`src/rtl/pc_fetch_pkg.sv`:
```
// Shared types and defaults for the instruction-fetch sequencer.
package pc_fetch_pkg;

  typedef enum logic [1:0] {
    IDLE,
    REQ,
    WAIT,
    HOLD
  } fetch_state_e;

  localparam logic [31:0] RESET_PC_DEFAULT = 32'h0000_0000;
  localparam logic [31:0] PC_INC_DEFAULT   = 32'd4;

  // Instruction addresses are word aligned; the low two bits are forced to zero.
  function automatic logic [31:0] word_align(input logic [31:0] addr);
    return addr & ~32'd3;
  endfunction

endpackage

```
`src/rtl/pc_reg_ar.sv`:
```
// Program counter register: async active-low reset to RESET_PC,
// load (redirect) has priority over increment, otherwise hold.
module pc_reg_ar
  import pc_fetch_pkg::*;
#(
  parameter logic [31:0] RESET_PC = RESET_PC_DEFAULT,
  parameter logic [31:0] PC_INC   = PC_INC_DEFAULT
) (
  input  logic        clk,
  input  logic        rst_n,
  input  logic        load_i,
  input  logic [31:0] load_pc_i,
  input  logic        inc_i,
  output logic [31:0] pc_o
);

  logic [31:0] pc_q;
  logic [31:0] pc_d;

  // Next PC: load over increment over hold; increment wraps modulo 2^32.
  always_comb begin
    pc_d = pc_q;
    if (load_i) begin
      pc_d = load_pc_i;
    end else if (inc_i) begin
      pc_d = pc_q + PC_INC;
    end
  end

  // PC state register.
  always_ff @(posedge clk or negedge rst_n) begin
    if (!rst_n) begin
      pc_q <= RESET_PC;
    end else begin
      pc_q <= pc_d;
    end
  end

  assign pc_o = pc_q;

endmodule

```
`src/rtl/pc_fetch_ctrl.sv`:
```
// Instruction-fetch sequencer: owns the PC, issues one imem read at a time,
// hands instruction+PC to decode, and handles redirects and stalls.
module pc_fetch_ctrl
  import pc_fetch_pkg::*;
#(
  parameter logic [31:0] RESET_PC = RESET_PC_DEFAULT,
  parameter logic [31:0] PC_INC   = PC_INC_DEFAULT
) (
  input  logic        clk,
  input  logic        reset_n,
  input  logic        stall,
  input  logic        redirect_valid,
  input  logic [31:0] redirect_pc,
  output logic        imem_req_valid,
  input  logic        imem_req_ready,
  output logic [31:0] imem_req_addr,
  input  logic        imem_rsp_valid,
  input  logic [31:0] imem_rsp_data,
  output logic        if_valid,
  input  logic        if_ready,
  output logic [31:0] if_instr,
  output logic [31:0] if_pc,
  output logic [31:0] pc_value
);

  fetch_state_e state_q;
  logic         drop_q;
  logic         if_valid_q;
  logic [31:0]  if_instr_q;
  logic [31:0]  if_pc_q;

  fetch_state_e launch_state;
  logic [31:0]  redirect_pc_aligned;
  logic         pc_inc;

  // Where to go when a new fetch could start: stall holds us in IDLE.
  assign launch_state        = stall ? IDLE : REQ;
  assign redirect_pc_aligned = word_align(redirect_pc);

  // PC advances only when a live (not dropped) response is captured without a redirect.
  assign pc_inc = !redirect_valid && (state_q == WAIT) && imem_rsp_valid && !drop_q;

  pc_reg_ar #(
    .RESET_PC (RESET_PC),
    .PC_INC   (PC_INC)
  ) u_pc_reg (
    .clk       (clk),
    .rst_n     (reset_n),
    .load_i    (redirect_valid),
    .load_pc_i (redirect_pc_aligned),
    .inc_i     (pc_inc),
    .pc_o      (pc_value)
  );

  // Fetch FSM with drop flag and registered decode-side outputs; redirect has priority.
  // A redirect after the request is accepted cannot cancel it, so the reply is
  // marked for discard via drop_q instead.
  always_ff @(posedge clk or negedge reset_n) begin
    if (!reset_n) begin
      state_q    <= IDLE;
      drop_q     <= 1'b0;
      if_valid_q <= 1'b0;
      if_instr_q <= '0;
      if_pc_q    <= '0;
    end else begin
      case (state_q)
        IDLE: begin
          state_q <= launch_state;
        end
        REQ: begin
          if (imem_req_ready) begin
            state_q <= WAIT;
            if (redirect_valid) begin
              drop_q <= 1'b1;
            end
          end else if (redirect_valid) begin
            state_q <= IDLE;
          end
        end
        WAIT: begin
          if (redirect_valid) begin
            if (imem_rsp_valid) begin
              drop_q  <= 1'b0;
              state_q <= launch_state;
            end else begin
              drop_q <= 1'b1;
            end
          end else if (imem_rsp_valid) begin
            if (drop_q) begin
              drop_q  <= 1'b0;
              state_q <= launch_state;
            end else begin
              if_valid_q <= 1'b1;
              if_instr_q <= imem_rsp_data;
              if_pc_q    <= pc_value;
              state_q    <= HOLD;
            end
          end
        end
        HOLD: begin
          if (redirect_valid || if_ready) begin
            if_valid_q <= 1'b0;
            state_q    <= launch_state;
          end
        end
        default: begin
          state_q <= IDLE;
        end
      endcase
    end
  end

  assign imem_req_valid = (state_q == REQ);
  assign imem_req_addr  = pc_value;
  assign if_valid       = if_valid_q;
  assign if_instr       = if_instr_q;
  assign if_pc          = if_pc_q;

endmodule

```
`config.mk`:
```
export PLATFORM = sky130hd
export DESIGN_NAME = pc_fetch_ctrl
export DESIGN_NICKNAME = d
export VERILOG_FILES = /design/src/rtl/pc_fetch_pkg.sv /design/src/rtl/pc_reg_ar.sv /design/src/rtl/pc_fetch_ctrl.sv
export SDC_FILE = /design/constraint.sdc
export NUM_CORES = 1
export LEC_CHECK = 0
export BUFFER_PORTS_ARGS = -buffer_cell sky130_fd_sc_hd__buf_2
export CAP_MARGIN = 20
export CORE_MARGIN = 2
export CORE_UTILIZATION = 51
export CTS_BUF_LIST = sky130_fd_sc_hd__clkbuf_4 sky130_fd_sc_hd__clkbuf_8
export DETAILED_ROUTE_END_ITERATION = 7
export GPL_ROUTABILITY_DRIVEN = 0
export PLACE_DENSITY = 0.83
export SKIP_LAST_GASP = 1
export SYNTH_ARGS = -nofsm -noshare
export SYNTH_HDL_FRONTEND = slang
export SYNTH_HIERARCHICAL = 1
export SYNTH_SLANG_ARGS = --single-unit
```
`constraint.sdc`:
```
create_clock -name clk -period 3.3 [get_ports clk]
set_input_delay 0 -clock clk [delete_from_list [all_inputs] [get_ports clk]]
set_output_delay 0 -clock clk [all_outputs]
set_load 0.005 [all_outputs]
```
Word-level counts from Yosys, hierarchy flattened --
Index checks and enable logic that the tools add are counted.
Cells by class: add/sub/neg operators 1, eq/ne operators 11, mux-type cells 22, bitwise logic cells 2, reductions and logical operators 14
Operators by type and width (count):
- 32-bit two-way mux | 2
- 32-bit by 3-bit adder with 32-bit output (second input constant) | 1
- 2-bit two-way mux | 7
- 1-bit two-way mux | 10
- 2-bit inequality test (second input constant) | 5
- 2-bit one-hot mux with 4 select lines | 1
- 4-bit AND reduction | 2
- 2-bit nonzero test | 3
- 5-bit AND reduction | 1
- 2-bit == test (second input constant) | 2
- 1-bit one-hot mux with 2 select lines | 2
- 1-bit logical AND | 3
- 3-bit by 2-bit inequality test with 1-bit output (second input constant) | 1
- 3-bit inequality test (second input constant) | 1
- 3-bit AND reduction | 1
- 2-bit by 1-bit == test with 1-bit output (second input constant) | 1
- 1-bit logical NOT | 2
- 2-bit logical NOT | 1
- 2-bit by 1-bit inequality test with 1-bit output (second input constant) | 1
- 1-bit NOT | 2
- 1-bit logical OR | 1
Word-level totals: register bits 100, input bits 71, output and inout port bits 130

Longest topological paths before layout --
Gate-level depths: netlist of run 1.
word-level depth 6, gate-level depth with buffers 10, depth with buffers taken out 7

Hierarchy --
Netlist of run 1, hierarchy kept.
Modules (own cells, without submodules):
- pc_fetch_ctrl | times used 1, cells an instance 203, area each 3245.6 sq um, sequential area each 1701.6 sq um
- pc_reg_ar | times used 1, cells an instance 200, area each 1820.5 sq um, sequential area each 800.8 sq um

Least setup slack after synthesis of run 1 --
OpenSTA, ideal clock, no wires.
path type reg-to-reg, start point reg state_q[0], end point reg u_pc_reg.pc_q[27] (netlist: u_pc_reg/pc_o[27]), data arrival time 2.404 ns, slack 0.814 ns, cell stages (with the launch flop) 10, clock period less this slack 2.486 ns, cells stage by stage dfrtp_1 -> inv_1 -> ha_1 -> and3_2 -> buf_6 -> nand4_2 -> buf_6 -> or4b_4 -> or4_1 -> a31oi_1
Between the ends: longest elaborated chain between the ends 5
Ends and longest elaborated chain:
- start, declared | RTL line pc_fetch_ctrl.sv:26 | fetch_state_e state_q;
- start signal, assigned | RTL line pc_fetch_ctrl.sv:68 | state_q <= launch_state;
- start signal, assigned | RTL line pc_fetch_ctrl.sv:84 | state_q <= launch_state;
- start signal, assigned | RTL line pc_fetch_ctrl.sv:91 | state_q <= launch_state;
- 2-bit == test | RTL line pc_fetch_ctrl.sv:41 | assign pc_inc = !redirect_valid && (state_q == WAIT) && imem_rsp_valid && !drop_q;
- 1-bit logical AND (3 in series) | RTL line pc_fetch_ctrl.sv:41
- named net pc_inc | RTL line pc_fetch_ctrl.sv:34 | logic pc_inc;
- 2-bit nonzero test (no source line)
- end signal, assigned | RTL line pc_reg_ar.sv:35 | pc_q <= pc_d;
- end, declared | RTL line pc_reg_ar.sv:17 | logic [31:0] pc_q;
The timed path passes the listed nets, and every way through them passes these cells. A chain may end at the register's enable or synchronous reset.

Worst setup path in the final report of run 1 --
start point reg state_q[0], end point reg u_pc_reg.pc_q[29] (netlist: u_pc_reg/pc_o[29])
Same word-level chain as after synthesis.

==> results of run 1 <==
worst max path at each step:
stage,from,endpoint,slack (ns),cells after the start
after CTS,state_q[0],u_pc_reg/pc_o[29],0.50,7
after global routing,state_q[0],u_pc_reg/pc_o[29],0.25,7
after detailed placement,state_q[0],u_pc_reg/pc_o[29],0.54,7
after global placement,state_q[0],u_pc_reg/pc_o[27],0.63,7
after floorplan,state_q[0],u_pc_reg/pc_o[27],0.81,9
final,state_q[0],u_pc_reg/pc_o[29],0.43,7
cells in the final DEF (no fill, tap or decap), types with 5 or more instances in the layout:
| cell | netlist | layout |
|---|---|---|
| o21ai_0 | 22 | 22 |
| dfrtp_1 | 100 | 100 |
| a31oi_1 | 13 | 13 |
| and4_1 | 6 | 6 |
| nor2_1 | 15 | 15 |
| mux2_2 | 8 | 8 |
| nand4_1 | 7 | 7 |
| dlygate4sd3_1 | 0 | 64 |
| o31ai_1 | 13 | 13 |
| ha_1 | 5 | 5 |
| or4_1 | 12 | 12 |
| clkbuf_8 | 0 | 10 |
| xnor2_1 | 9 | 9 |
| xor2_1 | 6 | 6 |
| nand2_1 | 28 | 28 |
| inv_1 | 9 | 9 |
| mux2_4 | 60 | 60 |
| buf_2 | 1 | 197 |
| nand3_1 | 9 | 9 |
worst max-delay path, cell delays in order, from the launching register on:
cell     delay [ns]
dfrtp_1        0.42
inv_1          0.11
ha_1           0.22
and3_2         0.31
nand4_2        0.29
or4b_4         0.65
or4_1          0.55
a31oi_1        0.22
logic make-up (layout without fill, tap and decap cells):
group	Yosys count	after routing	share of synthesized area (%)
buffers and inverters	60	292	9.06
other	1	2	0.0740
DFF	100	100	49.4
xor gates and xnor gates	15	15	2.59
and+or+nand+nor	97	97	11.0
muxes	70	70	20.0
adders and majority gates	5	5	1.23
AOI/OAI and AO/OA	55	55	6.72
cell type report:
cell class              instances  area [µm²]  area share (%)
clock inverters                 6        70.1            1.05
well taps                     133         166            2.48
multi-input cells             244        2110            31.5
flip-flops and latches        100        2500            37.4
inverters                      10        37.5           0.560
repair buffers                266        1680            25.0
clock buffers                  10         138            2.05
stage by stage:
stage | setup WS (ns) | cells | power (W) | hold WS [ns]
2_1_floorplan | 0.814 | 404 | 0.00225 | -0.296
3_3_place_gp | 0.629 | 689 | 0.00263 | 0.187
3_5_place_dp | 0.544 | 689 | 0.00267 | 0.201
4_1_cts | 0.501 | 769 | 0.00355 | 0.0498
5_1_grt | 0.254 | 769 | 0.00377 | 0.0664
6_report | 0.434 | 769 | 0.00357 | 0.0748
report_power, final:
group          internal (W)  total [W]  switching [W]
Combinational      0.000629    0.00102       0.000394
Clock              0.000378   0.000816       0.000438
Sequential          0.00150    0.00173       0.000231
flip-flops by register name (all words and copies together) (netlist names):
name           cells
drop_q             1
u_pc_reg/pc_o     32
if_instr          32
if_valid           1
state_q            2
if_pc             32
layer usage:
layer  vias up  wire, µm  global-route usage (%)
met2       185      6770                    43.5
met3        27       887                    5.60
met4         0       289                    9.65
met1      1987      5680                    32.5
met5         -         0                       0
li1       1874         -                       -
timing repair:
action | in CTS | in global routing
endpoints found under the hold margin | 134 | 0
hold buffers | 64 | 0
setup endpoints to repair | 0 | 0
==> results.json, run 1 <==
{
  "pin_count": 201,
  "cts_sinks": 100,
  "cts_tree": "yes",
  "finalCriticalPeriod_ns": 2.87,
  "hold_class": "in -> reg",
  "r2r_cells": 7,
  "min_to": "if_valid",
  "max_slew_margin_pct": 37.4,
  "yosysWarnings": 6,
  "tightest_slew_ns": 0.940,
  "dr_total_vias": 4073,
  "htreeDepth": 3,
  "path_class": "reg -> reg",
  "timing.fmax_ghz": 0.349,
  "synth_commonest_cells": "100 x dfrtp_1, 60 x mux2_4, 32 x buf_4",
  "vdd_drop_max_mv": 0.293,
  "status": "finished clean",
  "fin_area_mm2": 0.00670,
  "drive_above_1_share_pct": 46.1,
  "critPathLaunchType": "flip-flop",
  "crit_fanout": 11,
  "core_mm2": 0.00973,
  "ys_ff_latch": 100,
  "clock-root-buffer": "clkbuf_8",
  "overflow": 0,
  "die_x_um": 104,
  "drt-pass1-iter-count": 5,
  "finClkSkew_ns": 0.0152,
  "regToRegEndpoint": "u_pc_reg/pc_o[29]",
  "powerDensity_mw_per_mm2": 532,
  "rsz0062_at_grt": "false",
  "drc_errors": 0,
  "clk_pin_slew_worst_paths_ns": 0.10,
  "synth_area_leaders": "dfrtp_1 49%, mux2_4 18%, buf_4 4.7%, buf_12 2.4%, o21ai_0 2.2%",
  "drt-total-wl_mm": 13.6,
  "grt_pass1_vias": 4216,
  "numCtsBuffers": 9,
  "initial_core_util_pct": 52.1,
  "clock_latency_ns": 0.36,
  "yosysMostFrequentCell": "dfrtp_1",
  "r2r-start": "state_q[0]",
  "synth_top_area_share_pct": 49.4,
  "die_h_um": 104,
  "grt_pass1_wl_mm": 22.4,
  "end_kind": "flip-flop",
  "syn_inst": 403,
  "grt.total_usage_pct": 25.7,
  "cts.repair.resized": 0,
  "cts_setup_buffers": 0,
  "avgRoutedWirePerCell_um": 17.7,
  "r2r_slack_ns": 0.43,
  "arrival_ns": 3.13,
  "async_flop_share_pct": 100,
  "syn_to_final_growth_pct": 32.2,
  "grt_max_degree": 73,
  "cts_buffer_depth": 2,
  "yosysTopAreaCell": "dfrtp_1",
  "synthFlopType": "dfrtp_1",
  "hold_depth": 3,
  "maxCapViolations": 0,
  "routed_via_density": 5.30,
  "cp.required_ns": 3.56,
  "syn_avg_cell_area_um2": 12.6,
  "synth_cell_types": 41,
  "hold_start": "if_ready",
  "setup_viol": 0,
  "dr.first_iter.drc_count": 232,
  "layout.nets": 707,
  "synth-edff-count": 0,
  "postPlaceCellArea_mm2": 0.00585,
  "nFillCells": 723,
  "netlist_area_mm2": 0.00507,
  "post-route-period-util_pct": 86.9,
  "ys_seq_area_share_pct": 49.4,
  "p_leak_nw": 3.35,
  "utilization_pct": 68.9,
  "drv_slew": 0,
  "antenna_found_initial": 0,
  "antenna_cells": 0,
  "rows": 36,
  "hold_viol": 0,
  "tns_ns": 0,
  "ant_nets": 0,
  "place.port_buffers": 198,
  "dpl.hpwl_mm": 8.29,
  "die_area_mm2": 0.0107
}
Note: power is estimated with default switching activity, not from simulation.
==> inputs of run 2 (changes only) <==
--- a/config.mk
+++ b/config.mk
@@ -7,7 +7,6 @@
 export LEC_CHECK = 0
 export BUFFER_PORTS_ARGS = -buffer_cell sky130_fd_sc_hd__buf_2
 export CAP_MARGIN = 20
-export CORE_MARGIN = 2
 export CORE_UTILIZATION = 51
 export CTS_BUF_LIST = sky130_fd_sc_hd__clkbuf_4 sky130_fd_sc_hd__clkbuf_8
 export DETAILED_ROUTE_END_ITERATION = 7
==> constraint.sdc (replaced) <==
create_clock -name clk -period 3.29 [get_ports clk]
set_input_delay 0 -clock clk [delete_from_list [all_inputs] [get_ports clk]]
set_output_delay 0 -clock clk [all_outputs]
set_load 0.005 [all_outputs]
==> results.json, run 2 (synthesis results as in run 1) <==
{
  "critPathLaunchType": "flip-flop",
  "die_x_um": 102,
  "finClkSkew_ns": 0.0149,
  "die_h_um": 102,
  "end_kind": "flip-flop",
  "core_mm2": 0.00968,
  "dr_total_vias": 4036,
  "clock_latency_ns": 0.36,
  "use_met3_pct": 4.00,
  "cts_tree": "yes",
  "fin_area_mm2": 0.00667,
  "final_cell_mix": "197 x buf_2, 100 x dfrtp_1, 64 x dlygate4sd3_1",
  "numCtsBuffers": 9,
  "drc_errors": 0,
  "setup_viol": 0,
  "rows": 36,
  "drt-total-wl_mm": 13.0,
  "drv_slew": 0,
  "p_leak_nw": 3.33,
  "powerDensity_mw_per_mm2": 522,
  "dpl.cell_count": 689,
  "place.port_buffers": 198,
  "status": "finished clean",
  "grt_pass1_wl_mm": 19.8,
  "drive_above_1_share_pct": 46.1,
  "grt.total_usage_pct": 25.2,
  "routed_via_density": 5.25,
  "post-route-period-util_pct": 85.4,
  "vdd_drop_max_mv": 0.257,
  "drt-pass1-iter-count": 4,
  "finalCriticalPeriod_ns": 2.81,
  "tns_ns": 0,
  "htreeDepth": 3,
  "antenna_cells": 0,
  "nFillCells": 667,
  "dr.first_iter.drc_count": 132,
  "grt_max_degree": 74,
  "ant_nets": 0,
  "top_usage_layer": "met2",
  "layout.nets": 707,
  "rsz0062_at_grt": "false",
  "arrival_ns": 3.08,
  "met1_usage_pct": 30.1,
  "max_slew_margin_pct": 37.8,
  "grt_pass1_vias": 3937,
  "path_class": "reg -> reg",
  "antenna_found_initial": 0,
  "clk_pin_slew_worst_paths_ns": 0.09,
  "r2r-start": "state_q[0]",
  "utilization_pct": 68.9,
  "cts_sinks": 100,
  "cts.repair.resized": 0,
  "maxCapViolations": 0,
  "hold_viol": 0,
  "initial_core_util_pct": 52.3,
  "clock-root-buffer": "clkbuf_8",
  "die_area_mm2": 0.0103,
  "cts_setup_buffers": 0,
  "pin_count": 201,
  "cts_buffer_depth": 2,
  "postPlaceCellArea_mm2": 0.00585,
  "hold_class": "in -> reg",
  "hold_start": "if_ready",
  "timing.fmax_ghz": 0.356,
  "global_route.usage.met2_pct": 45.6,
  "cp.required_ns": 3.56,
  "final_common_cell": "buf_2",
  "syn_to_final_growth_pct": 31.7,
  "fin_cells": 769,
  "startpoint": "state_q[0]",
  "overflow": 0,
  "crit_fanout": 13,
  "power.total_w": 0.00348,
  "dpl.hpwl_mm": 7.92,
  "tightest_slew_ns": 0.934,
  "avgRoutedWirePerCell_um": 16.9
}
## run 2: cell count changes in the layout (fill, tap and decap cells not counted)
| cell | previous run | this run |
|---|---|---|
| clkbuf_4 | 0 | 1 |
| inv_8 | 1 | 0 |
| inv_6 | 1 | 0 |
| bufinv_16 | 1 | 0 |
| clkinv_4 | 0 | 2 |
## run 2: power by group
part / switching (W) / leakage (nW) / internal (W) / total [W]
sequential: 0.000222 / 1.29 / 0.00150 / 0.00172
combinational: 0.000390 / 1.95 / 0.000631 / 0.00102
clock: 0.000430 / 0.0889 / 0.000306 / 0.000736
total: 0.00104 / 3.33 / 0.00244 / 0.00348
## run 2: critical path, cell delays in order (launching register included)
cell and delay, ns:
dfrtp_1 0.42, inv_1 0.11, ha_1 0.23, and3_2 0.31, nand4_2 0.28, or3_1 0.62
or4_1 0.56, a31oi_1 0.19
## run 2: path summary, 6_finish.rpt
path | to | slack, ns | cells past startpoint
worst max-delay path | u_pc_reg/pc_o[22] | 0.48 | 7
worst max register to register | u_pc_reg/pc_o[22] | 0.48 | 7
min in group asynchronous | if_pc[24] | 0.32 | 2
worst min-delay path | if_valid | 0.06 | 3
max in group asynchronous | u_pc_reg/pc_o[4] | 2.01 | 3
worst min register to register | if_pc[30] | 0.51 | 1
## run 2: routing by layer
metal | vias to the layer above | routed length [µm]
met2 | 185 | 6620
met3 | 16 | 820
met1 | 1971 | 5330
met4 | 0 | 207
li1 | 1864 | -
met5 | - | 0
## run 2: final cells by class
type | instances | area (µm²) | area share, %
repair buffers | 266 | 1680 | 25.1
well taps | 133 | 166 | 2.49
multi-input cells | 244 | 2110 | 31.6
inverters | 10 | 37.5 | 0.562
clock buffers | 11 | 145 | 2.17
flip-flops and latches | 100 | 2500 | 37.5
clock inverters | 5 | 37.5 | 0.562
## run 2: what timing repair did
item	in CTS	in global routing
endpoints found under the setup margin	0	0
hold endpoints to repair	135	0
hold buffers	64	0
## run 2: through the flow
step                      setup WS, ns  hold WS, ns
after global routing             0.338       0.0607
after global placement           0.631        0.167
after CTS                        0.511       0.0359
final                            0.480       0.0573
after floorplan                  0.804       -0.296
after detailed placement         0.547        0.189
==> inputs of run 3 (changes only) <==
--- a/config.mk
+++ b/config.mk
@@ -7,6 +7,7 @@
 export LEC_CHECK = 0
 export BUFFER_PORTS_ARGS = -buffer_cell sky130_fd_sc_hd__buf_2
 export CAP_MARGIN = 20
+export CORE_MARGIN = 5
 export CORE_UTILIZATION = 51
 export CTS_BUF_LIST = sky130_fd_sc_hd__clkbuf_4 sky130_fd_sc_hd__clkbuf_8
 export DETAILED_ROUTE_END_ITERATION = 7
==> constraint.sdc (replaced) <==
create_clock -name clk -period 3 [get_ports clk]
set_input_delay 0 -clock clk [delete_from_list [all_inputs] [get_ports clk]]
set_output_delay 0 -clock clk [all_outputs]
set_load 0.005 [all_outputs]
==> results.json, run 3 (synthesis results as in run 1) <==
{
  "grt_pass1_wl_mm": 21.3,
  "regToRegEndpoint": "u_pc_reg/pc_o[29]",
  "min_to": "if_valid",
  "cts_sinks": 100,
  "combPwrFrac_pct": 28.9,
  "core_mm2": 0.00973,
  "rsz0062_at_grt": "false",
  "overflow": 0,
  "dpl.hpwl_mm": 8.95,
  "drc_errors": 0,
  "hold_start": "if_ready",
  "routed_via_density": 5.25,
  "drv_slew": 0,
  "place.port_buffers": 198,
  "r2r-start": "state_q[0]",
  "dpl.cell_count": 692,
  "crit_buf_inv": 1,
  "avgRoutedWirePerCell_um": 18.2,
  "seqPwrFrac_pct": 48.1,
  "dr_total_vias": 4069,
  "ant_nets": 0,
  "end_kind": "flip-flop",
  "fin_cells": 775,
  "cts_buffer_depth": 2,
  "syn_to_final_growth_pct": 33.0,
  "maxCapViolations": 0,
  "p_int_w": 0.00276,
  "powerDensity_mw_per_mm2": 585,
  "hold_depth": 3,
  "grt.total_usage_pct": 23.1,
  "numCtsBuffers": 9,
  "critical-path-top-delay-family": "simple AND/OR/NAND/NOR gates",
  "antenna_found_initial": 0,
  "p_leak_nw": 3.36,
  "tns_ns": 0,
  "path_class": "reg -> reg",
  "die_x_um": 110,
  "arrival_ns": 3.05,
  "final_cell_mix": "197 x buf_2, 100 x dfrtp_1, 64 x dlygate4sd3_1",
  "power.switching_w": 0.00118,
  "grt_max_degree": 77,
  "finClkSkew_ns": 0.0125,
  "tightest_slew_ns": 0.971,
  "crit_fanout": 11,
  "cp.required_ns": 3.26,
  "cts_tree": "yes",
  "critPathLaunchType": "flip-flop",
  "hold_viol": 0,
  "pin_count": 201,
  "layout.nets": 710,
  "grt_pass1_vias": 4133,
  "slowest_stage": "or4b_4",
  "clkPwrFrac_pct": 22.9,
  "switching_share_pct": 30.0,
  "finalCriticalPeriod_ns": 2.79,
  "setup_viol": 0,
  "timing.fmax_ghz": 0.359,
  "drt-pass1-iter-count": 5,
  "hold_class": "in -> reg",
  "final_common_cell": "buf_2",
  "r2r_cells": 7,
  "drive_above_1_share_pct": 46.5,
  "htreeDepth": 3,
  "vdd_drop_max_mv": 0.345,
  "status": "finished clean",
  "die_area_mm2": 0.0120,
  "max_slew_margin_pct": 35.3,
  "r2r_slack_ns": 0.21,
  "rows": 36,
  "holdWs_ns": 0.0636,
  "critical_path.max_stage_delay_ns": 0.65,
  "post-route-period-util_pct": 92.9,
  "initial_core_util_pct": 52.1,
  "clock_latency_ns": 0.36,
  "drt-total-wl_mm": 14.1,
  "clock-root-buffer": "clkbuf_8",
  "dr.first_iter.drc_count": 233,
  "die_h_um": 110,
  "clk_pin_slew_worst_paths_ns": 0.10,
  "path_cells": "inv_1 -> ha_1 -> and3_2 -> nand4_2 -> or4b_4 -> or4_1 -> a31oi_1"
}
[run 3: how the worst max path moves through the flow]
stage | depth (start not counted) | end | start
after global placement | 7 | u_pc_reg/pc_o[27] | state_q[0]
final | 7 | u_pc_reg/pc_o[29] | state_q[0]
after floorplan | 9 | u_pc_reg/pc_o[27] | state_q[0]
after global routing | 7 | u_pc_reg/pc_o[31] | state_q[0]
after CTS | 7 | u_pc_reg/pc_o[29] | state_q[0]
after detailed placement | 7 | u_pc_reg/pc_o[27] | state_q[0]
[run 3: cell type report]
class                           count  area [µm²]
Multi-Input combinational cell    244        2110
Antenna cell                        3        7.51
Inverter                           10        37.5
Clock buffer                       10         138
Fill cell                         720        2990
Timing Repair Buffer              269        1700
Sequential cell                   100        2500
Tap cell                          133         166
Clock inverter                      6        72.6
[run 3: power groups by stage]
stage / clock network [W] / logic (W) / registers [W]
after CTS: 0.000928 / 0.00113 / 0.00188
after detailed placement: 0 / 0.00106 / 0.00190
after floorplan: 0 / 0.000578 / 0.00190
after global placement: 0 / 0.00103 / 0.00187
after global routing: 0.000984 / 0.00124 / 0.00194
final: 0.000904 / 0.00114 / 0.00190
[run 3: repair_timing]
| item | CTS | global route |
|---|---|---|
| gates resized for setup | 0 | 1 |
| buffers inserted | 0 | 0 |
| hold endpoints to repair | 138 | 0 |
| endpoints found under the setup margin | 0 | 1 |
| hold buffers | 64 | 0 |
[run 3: tightest hold or removal path: cells and delay by family]
kind,cells,cell delay [ns]
buffers and inverters,1,0.09
AO/OA/AOI/OAI,2,0.29
[run 3: per-stage QoR]
step           setup slack (ns)  power (W)  cell area (µm²)  utilization [%]
5_1_grt                  0.0558    0.00416             6730             69.2
3_5_place_dp              0.247    0.00296             5870             60.4
4_1_cts                   0.213    0.00393             6720             69.1
2_1_floorplan             0.514    0.00247             5070                -
3_3_place_gp              0.341    0.00291             5870             60.4
6_report                  0.212    0.00394             6740             69.2
[run 3: routing by layer]
layer	part of all wire [%]	global-route usage, %	wire [µm]	vias up
li1	-	-	-	1881
met1	41	28.7	5740	1955
met2	49	39.3	6900	204
met3	8.1	4.58	1140	29
met4	2.4	10.1	335	0
met5	0	0	0	-
